`config.mk`:
```
export PLATFORM = sky130hd
export DESIGN_NAME = morra_giocatori
export DESIGN_NICKNAME = d
export VERILOG_FILES = /design/src/rtl/morra_giocatori.sv
export SDC_FILE = /design/constraint.sdc
export NUM_CORES = 1
export LEC_CHECK = 0
export BUFFER_PORTS_ARGS = -buffer_cell sky130_fd_sc_hd__buf_2
export CORE_MARGIN = 10
export CORE_UTILIZATION = 50
export DETAILED_ROUTE_END_ITERATION = 12
export PLACE_DENSITY = 0.75
export SYNTH_ARGS = -nofsm -noshare
export SYNTH_HDL_FRONTEND = slang
export SYNTH_SLANG_ARGS = --single-unit
```
`constraint.sdc`:
```
create_clock -name clk -period 1.9 [get_ports clk]
set_input_delay 0.285 -clock clk [delete_from_list [all_inputs] [get_ports clk]]
set_output_delay 0.285 -clock clk [all_outputs]
set_load 0.005 [all_outputs]
```
`src/rtl/morra_giocatori.sv`:
```
// morra_giocatori: self-playing two-player move source for the morra cinese referee.
// Generates pseudo-random rock/paper/scissors moves from two 8-bit LFSRs.
// It reads each manche result back and tracks the move each player is
// blocked from repeating. It stops on a referee game result or after
// MAX_MANCHE valid manche.
// Optional feature: define MORRA_LEGAL_ONLY_EN to substitute blocked moves
// so that only legal moves are presented to the referee.
module morra_giocatori #(
    parameter logic [7:0] SEED1      = 8'hA5,
    parameter logic [7:0] SEED2      = 8'h3C,
    parameter logic [4:0] MAX_MANCHE = 5'd20
) (
    input  logic       clk,
    input  logic       reset,
    input  logic       start,
    input  logic [3:0] cfg_extra,
    input  logic [1:0] manche,
    input  logic [1:0] partita,
    output logic [1:0] primo,
    output logic [1:0] secondo,
    output logic       busy,
    output logic       game_over,
    output logic [1:0] winner,
    output logic       timeout,
    output logic [4:0] played,
    output logic [4:0] rejected
);

    typedef enum logic [2:0] {
        S_IDLE,
        S_PLAY,
        S_WAIT,
        S_CHECK,
        S_DONE
    } state_e;

    // An all-zero seed would lock the LFSR, so it is replaced by 1.
    localparam logic [7:0] SEED1_EFF = (SEED1 == 8'h00) ? 8'h01 : SEED1;
    localparam logic [7:0] SEED2_EFF = (SEED2 == 8'h00) ? 8'h01 : SEED2;

    localparam logic [4:0] CNT_MAX = 5'd31;

    state_e     state_q, state_d;
    logic [7:0] lfsr1_q, lfsr1_d, lfsr2_q, lfsr2_d;
    logic [1:0] mv1_q, mv1_d, mv2_q, mv2_d;
    logic [1:0] blk1_q, blk1_d, blk2_q, blk2_d;
    logic [4:0] played_q, played_d, rejected_q, rejected_d;
    logic [1:0] winner_q, winner_d;
    logic       timeout_q, timeout_d;
    logic [1:0] cand1, cand2;

    // x^8+x^6+x^5+x^4+1, shifting left with the feedback entering bit 0.
    function automatic logic [7:0] lfsr_step(input logic [7:0] v);
        return {v[6:0], v[7] ^ v[5] ^ v[4] ^ v[3]};
    endfunction

    // Low two LFSR bits give the move; the unused code 00 folds onto sasso.
    function automatic logic [1:0] raw_move(input logic [7:0] v);
        return (v[1:0] == 2'b00) ? 2'b01 : v[1:0];
    endfunction

`ifdef MORRA_LEGAL_ONLY_EN
    // A blocked move is rotated to the next one in the cycle 01->10->11->01.
    function automatic logic [1:0] legal_move(input logic [1:0] m, input logic [1:0] blk);
        if (m != blk) return m;
        return (m == 2'b11) ? 2'b01 : m + 2'b01;
    endfunction

    assign cand1 = legal_move(raw_move(lfsr1_q), blk1_q);
    assign cand2 = legal_move(raw_move(lfsr2_q), blk2_q);
`else
    assign cand1 = raw_move(lfsr1_q);
    assign cand2 = raw_move(lfsr2_q);
`endif

    // Next-state and datapath update for the PLAY/WAIT/CHECK manche loop.
    always_comb begin
        // NOTE: every variable gets a default first so no path can infer a latch.
        state_d    = state_q;
        lfsr1_d    = lfsr1_q;
        lfsr2_d    = lfsr2_q;
        mv1_d      = mv1_q;
        mv2_d      = mv2_q;
        blk1_d     = blk1_q;
        blk2_d     = blk2_q;
        played_d   = played_q;
        rejected_d = rejected_q;
        winner_d   = winner_q;
        timeout_d  = timeout_q;
        busy       = 1'b0;
        game_over  = 1'b0;

        case (state_q)
            S_IDLE: begin
                if (start) begin
                    state_d    = S_PLAY;
                    blk1_d     = 2'b00;
                    blk2_d     = 2'b00;
                    played_d   = 5'd0;
                    rejected_d = 5'd0;
                    winner_d   = 2'b00;
                    timeout_d  = 1'b0;
                    // Blocked moves are being cleared, so no substitution applies.
                    mv1_d      = raw_move(lfsr1_q);
                    mv2_d      = raw_move(lfsr2_q);
                end
            end
            S_PLAY: begin
                busy    = 1'b1;
                lfsr1_d = lfsr_step(lfsr1_q);
                lfsr2_d = lfsr_step(lfsr2_q);
                state_d = S_WAIT;
            end
            S_WAIT: begin
                busy    = 1'b1;
                state_d = S_CHECK;
                if (manche == 2'b00) begin
                    if (rejected_q != CNT_MAX) rejected_d = rejected_q + 5'd1;
                end else begin
                    if (played_q != CNT_MAX) played_d = played_q + 5'd1;
                    case (manche)
                        2'b01:   begin blk1_d = mv1_q; blk2_d = 2'b00; end
                        2'b10:   begin blk2_d = mv2_q; blk1_d = 2'b00; end
                        default: begin blk1_d = 2'b00; blk2_d = 2'b00; end
                    endcase
                end
            end
            S_CHECK: begin
                busy = 1'b1;
                // A referee result takes priority over the manche limit.
                if (partita != 2'b00) begin
                    state_d  = S_DONE;
                    winner_d = partita;
                end else if (played_q == MAX_MANCHE) begin
                    state_d   = S_DONE;
                    timeout_d = 1'b1;
                end else begin
                    state_d = S_PLAY;
                    mv1_d   = cand1;
                    mv2_d   = cand2;
                end
            end
            S_DONE: begin
                game_over = 1'b1;
            end
            default: begin
                state_d = S_IDLE;
            end
        endcase
    end

    // State and datapath registers; reset reloads seeds and clears the game.
    always_ff @(posedge clk or posedge reset) begin
        // NOTE: non-blocking assignments so every register samples pre-edge values.
        if (reset) begin
            state_q    <= S_IDLE;
            lfsr1_q    <= SEED1_EFF;
            lfsr2_q    <= SEED2_EFF;
            mv1_q      <= 2'b00;
            mv2_q      <= 2'b00;
            blk1_q     <= 2'b00;
            blk2_q     <= 2'b00;
            played_q   <= 5'd0;
            rejected_q <= 5'd0;
            winner_q   <= 2'b00;
            timeout_q  <= 1'b0;
        end else begin
            state_q    <= state_d;
            lfsr1_q    <= lfsr1_d;
            lfsr2_q    <= lfsr2_d;
            mv1_q      <= mv1_d;
            mv2_q      <= mv2_d;
            blk1_q     <= blk1_d;
            blk2_q     <= blk2_d;
            played_q   <= played_d;
            rejected_q <= rejected_d;
            winner_q   <= winner_d;
            timeout_q  <= timeout_d;
        end
    end

    // During reset the moves carry the referee's extra-manche configuration.
    assign primo    = reset ? cfg_extra[3:2] : ((state_q == S_PLAY) ? mv1_q : 2'b00);
    assign secondo  = reset ? cfg_extra[1:0] : ((state_q == S_PLAY) ? mv2_q : 2'b00);
    assign winner   = winner_q;
    assign timeout  = timeout_q;
    assign played   = played_q;
    assign rejected = rejected_q;

endmodule

```
After elaboration in Yosys (flattened, before gate mapping) --
Index checks and enable logic that the tools add are counted.
Storage, ports and cells: register bits after elaboration 36, bits of input ports 11, output and inout port bits 19, logic and storage cells 82
Cells by class: add/subtract/negate cells 2, equal/unequal tests 16, muxes and demuxes 34, bitwise gates (word level) 7, reduce and logical (&&, ||, !) cells 14
Operator list (number):
- 2-to-1 mux 2 bit | 14
- 2-to-1 mux 5 bit | 5
- one-hot mux 5 bit (2 select lines) | 2
- != test 2 bit, second input constant | 9
- AND reduction 4 bit | 4
- one-hot mux 3 bit (5 select lines) | 1
- one-hot mux 2 bit (2 select lines) | 3
- adder 5 x 1 -> 5 bit, second input constant | 2
- != test 5 bit, second input constant | 2
- 2-to-1 mux 3 bit | 3
- == test 3 x 2 -> 1 bit, second input constant | 2
- zero test 2 bit | 3
- nonzero test 2 bit | 3
- XOR 1 bit | 6
- == test 5 bit, second input constant | 1
- 2-to-1 mux 1 bit | 5
- == test 3 x 1 -> 1 bit, second input constant | 1
- == test 3 bit, second input constant | 1
- zero test 3 bit | 1
- AND reduction 3 bit | 1
- OR reduction 3 bit | 1
- one-hot mux 1 bit (2 select lines) | 1
- AND reduction 2 bit | 1
- inverter 1 bit | 1

Longest topological paths before layout --
word-level depth 5, depth in mapped cells 7, gate-level depth less buffers 7

Least setup slack after synthesis --
No wires, ideal clock.
path kind reg-to-reg, from register played_q[0], in the netlist played[0], to register played_q[2], in the netlist played[2], setup time 0.121 ns, data arrival time 1.741 ns, slack 0.038 ns, cell stages (with the launch flop) 8, buffers on the path 0, cell sequence dfrtp_1 -> ha_1 -> and3_1 -> ha_1 -> nand2b_1 -> o21ba_2 -> nand2b_1 -> a22o_1
On the way: longest elaborated chain between the ends 4, elaborated cells between the ends (all ways) 7, classes of those cells 1 x add/sub; 2 x eq/ne; 3 x mux; 1 x reduce/logical
RTL lines:
- from (decl) | line 47 | logic [4:0] played_q, played_d, rejected_q, rejected_d;
- from (signal assigned) | line 175 | played_q <= played_d;
- adder 5 x 1 -> 5 bit | line 120 | if (played_q != CNT_MAX) played_d = played_q + 5'd1;
- 2-to-1 mux 5 bit | line 120
- 2-to-1 mux 5 bit | line 117 | if (manche == 2'b00) begin
- one-hot mux 5 bit (2 select lines) | line 93 | case (state_q)
Parallel ways exist; a longest one is shown, timed or not. The select of a mux whose other input is x is not followed. A chain may end at the register's enable or synchronous reset.

Worst setup path after layout --
from register played_q[1], in the netlist played[1], to register mv1_q[1]
On the way: longest elaborated chain between the ends 3
RTL lines:
- == test 5 bit | line 134 | end else if (played_q == MAX_MANCHE) begin
- != test 2 bit (no source line)
- AND reduction 4 bit (no source line)
- to (signal assigned) | line 171 | mv1_q <= mv1_d;
- to (decl) | line 45 | logic [1:0] mv1_q, mv1_d, mv2_q, mv2_d;
No other way between the ends.

==> results_dict.tcl <==
set metrics [dict create \
    grt-busiest-layer "met2" \
    track_usage 0.123 \
    setup_ws_ns 0.0211 \
    synth_edf_count 0 \
    drtIter0Drc 82 \
    synthArstFlopShare 1.00 \
    fp-row-count 21 \
    cts.htree.levels 2 \
    num_vias 1290 \
    portBuffers 29 \
    p_comb_frac 0.464 \
    ys.flop_type "dfrtp_1" \
    antenna_found_initial 0 \
    hpwlAfterDp_um 2700 \
    grt_use_met1 0.131 \
    dieArea_sq_mm 0.00630 \
    setup_violations 0 \
    numCtsBuffers 5 \
    io_pins 30 \
    cp_max_fo 4 \
    diodes 0 \
    rsz0062_at_grt "true" \
    pre_cts_ws_ns -0.0769 \
    status "complete, no violations" \
    grt-ovfl-total 0 \
    fin_skew_ns 0.0206 \
    netlist_instances 155 \
    root_buffer "clkbuf_4" \
    power.switching_mw 1.28 \
    seqPwrFrac 0.389 \
    drive_gt1_frac 0.446 \
    power_density_mw_per_mm2 1650 \
    grt_pass1_vias 1347 \
    fin_crit_sh 0.989 \
    fin_crit_ns 1.88 \
    cts.clk_slew.worst_paths_ns 0.12 \
    sw_frac_of_total 0.349 \
    syn_to_final_growth_pct 25.5 \
    cts_tree "yes" \
    p_leak_nw 1.07 \
    path_class "reg -> reg" \
    grt_pass1_wl_um 6200 \
    p_clk_frac 0.147 \
    syn-num-nets 171 \
    finalPower_mw 3.66 \
    intPower_mw 2.38 \
    route.detailed.drc 0 \
    cp_data_required_time_ns 2.14 \
    globalplace.congestion 0.789 \
    drtPass1Iterations 4 \
    syn_avg_cell_area_sq_um 11.4 \
    ant_nets 0 \
    wirelength_um 3730 \
    maxCapViolCount 0 \
    startpoint_type "flop" \
    met3_usage 0.0417 \
    worst_pin_slew_ns 0.440 \
    r2r_end "mv1_q[1]" \
    cts_hold_buf 0 \
    synth_warnings 0 \
    use_met2 0.209 \
    syn_area_sq_mm 0.00176 \
    finalHoldViolCount 0 \
    die_w_um 79.4 \
    fin_nets 219 \
    cts.sinks 36 \
    r2r_cells 7 \
    drv_slew 0 \
    tns_ns 0 \
    peakVddDrop_mv 0.769 \
    synth_cell_types 38 \
    synth-seq-area-share 0.517 \
    grt_max_degree 37 \
    clock_path_buffers 2 \
    routed_via_density 5.16 \
    hold_class "in -> async" \
    worst-r2r-setup-slack_ns 0.02 \
    ys_seq_elements 36 \
    wl_per_cell_um 14.9 \
    core-area_sq_mm 0.00336 \
    worst_setup_path_end_kind "flop" \
    clock_latency_ns 0.35 \
    slew_headroom 0.706 \
    cp.arrival_ns 2.12 \
    start_util 0.524 \
    max_freq_ghz 0.532 \
    fp.dieH_um 79.4 \
    timing.rr.start "played[1]" \
    fillers 281 \
]
## cell usage after synthesis (all sizes together) (2+ instances only)
library cell | instances | share of area
o21ai | 7 | 0.020
nand2b | 4 | 0.014
o21bai | 2 | 0.0085
mux2i | 4 | 0.023
buf | 3 | 0.011
nand4b | 2 | 0.018
nor2 | 8 | 0.021
and3 | 2 | 0.0071
o211ai | 2 | 0.0085
nand2 | 19 | 0.040
dfstp | 8 | 0.12
and2 | 2 | 0.0071
mux2 | 18 | 0.11
a21oi | 5 | 0.016
dfrtp | 28 | 0.40
xnor2 | 7 | 0.035
nand3 | 6 | 0.017
ha | 5 | 0.035
inv | 8 | 0.017
## final cells by class
class	count	area [sq um]	share of cell area
clock buffers	6	41.3	0.0187
inverters	8	32.5	0.0147
repair buffers	45	269	0.122
clock inverters	2	35.0	0.0158
well taps	46	57.6	0.0260
flip-flops and latches	36	913	0.413
multi-input cells	107	865	0.391
## power groups by stage
| stage | clock, mW | combinational (mW) | sequential [mW] |
|---|---|---|---|
| global route | 0.581 | 1.87 | 1.48 |
| global placement | 0 | 1.31 | 1.42 |
| floorplan | 0 | 1.05 | 1.39 |
| CTS | 0.549 | 1.49 | 1.45 |
| finish | 0.538 | 1.70 | 1.42 |
| detailed placement | 0 | 1.39 | 1.46 |
## critical path, cell delays in order, from the launching register on
cell	delay, ns
dfrtp_1	0.43
buf_6	0.12
inv_4	0.03
ha_4	0.14
and4b_2	0.22
nand4b_1	0.23
a21oi_4	0.28
mux2_4	0.32
## metal layers
layer / vias up / wire length (um) / part of all wire
li1: 635 / - / -
met1: 616 / 1580 / 0.42
met2: 30 / 1870 / 0.50
met3: 9 / 187 / 0.050
met4: 0 / 96 / 0.026
met5: - / 0 / 0
## worst max-delay path by stage
stage	from	endpoint	slack (ns)	cells past startpoint
2_1_floorplan	played[0]	played[2]	0.04	7
3_3_place_gp	played[0]	played[2]	0.008	7
3_5_place_dp	played[0]	played[2]	-0.08	7
4_1_cts	played[1]	played[2]	0.01	7
5_1_grt	played[1]	mv1_q[0]	-0.03	7
6_report	played[1]	mv1_q[1]	0.02	7
## state kept, by name, indices dropped and copies added, names as in the netlist
register,cells
state_q,3
played,5
lfsr2_q,8
mv1_q,2
timeout,1
lfsr1_q,8
rejected,5
winner,2
mv2_q,2
## cell families (layout without fill, tap and decap cells)
kind of cell,after synthesis,in the layout,share of synthesized area
AO/OA/AOI/OAI,23,23,0.0880
buffers and inverters,12,61,0.0305
adder cells (fa/ha/maj),5,5,0.0355
AND/OR/NAND/NOR,50,50,0.157
flip-flops,36,36,0.517
multiplexers,22,22,0.138
XOR/XNOR,7,7,0.0348
## repair_timing
action / CTS / global route
buffers inserted: 3 / 7
setup endpoints to repair: 6 / 12
pin swaps: 1 / 4
resized for setup: 5 / 14
## layout by cell type (no fill, tap or decap), types with 3 or more instances in the layout
| cell | synthesis | routed |
|---|---|---|
| nand3_1 | 6 | 6 |
| mux2_4 | 0 | 4 |
| o21ai_0 | 7 | 7 |
| dfrtp_1 | 28 | 26 |
| buf_4 | 2 | 15 |
| a21oi_1 | 4 | 4 |
| buf_2 | 1 | 29 |
| mux2i_1 | 4 | 4 |
| dfstp_2 | 8 | 8 |
| mux2_2 | 18 | 14 |
| xnor2_1 | 7 | 7 |
| nor2_1 | 7 | 7 |
| nand2_1 | 19 | 19 |
| inv_1 | 8 | 7 |
| ha_1 | 5 | 3 |
| clkbuf_4 | 0 | 5 |
## through the flow
step | std cells | cell area [sq um] | utilization | hold slack (ns)
final | 250 | 2210 | 0.658 | 0.0836
after global routing | 250 | 2210 | 0.658 | 0.124
after CTS | 243 | 2110 | 0.627 | 0.0888
after detailed placement | 232 | 1990 | 0.591 | 0.480
after global placement | 232 | 1990 | 0.591 | 0.454
after floorplan | 155 | 1760 | - | 0.409
(Power assumes the default switching activity.)
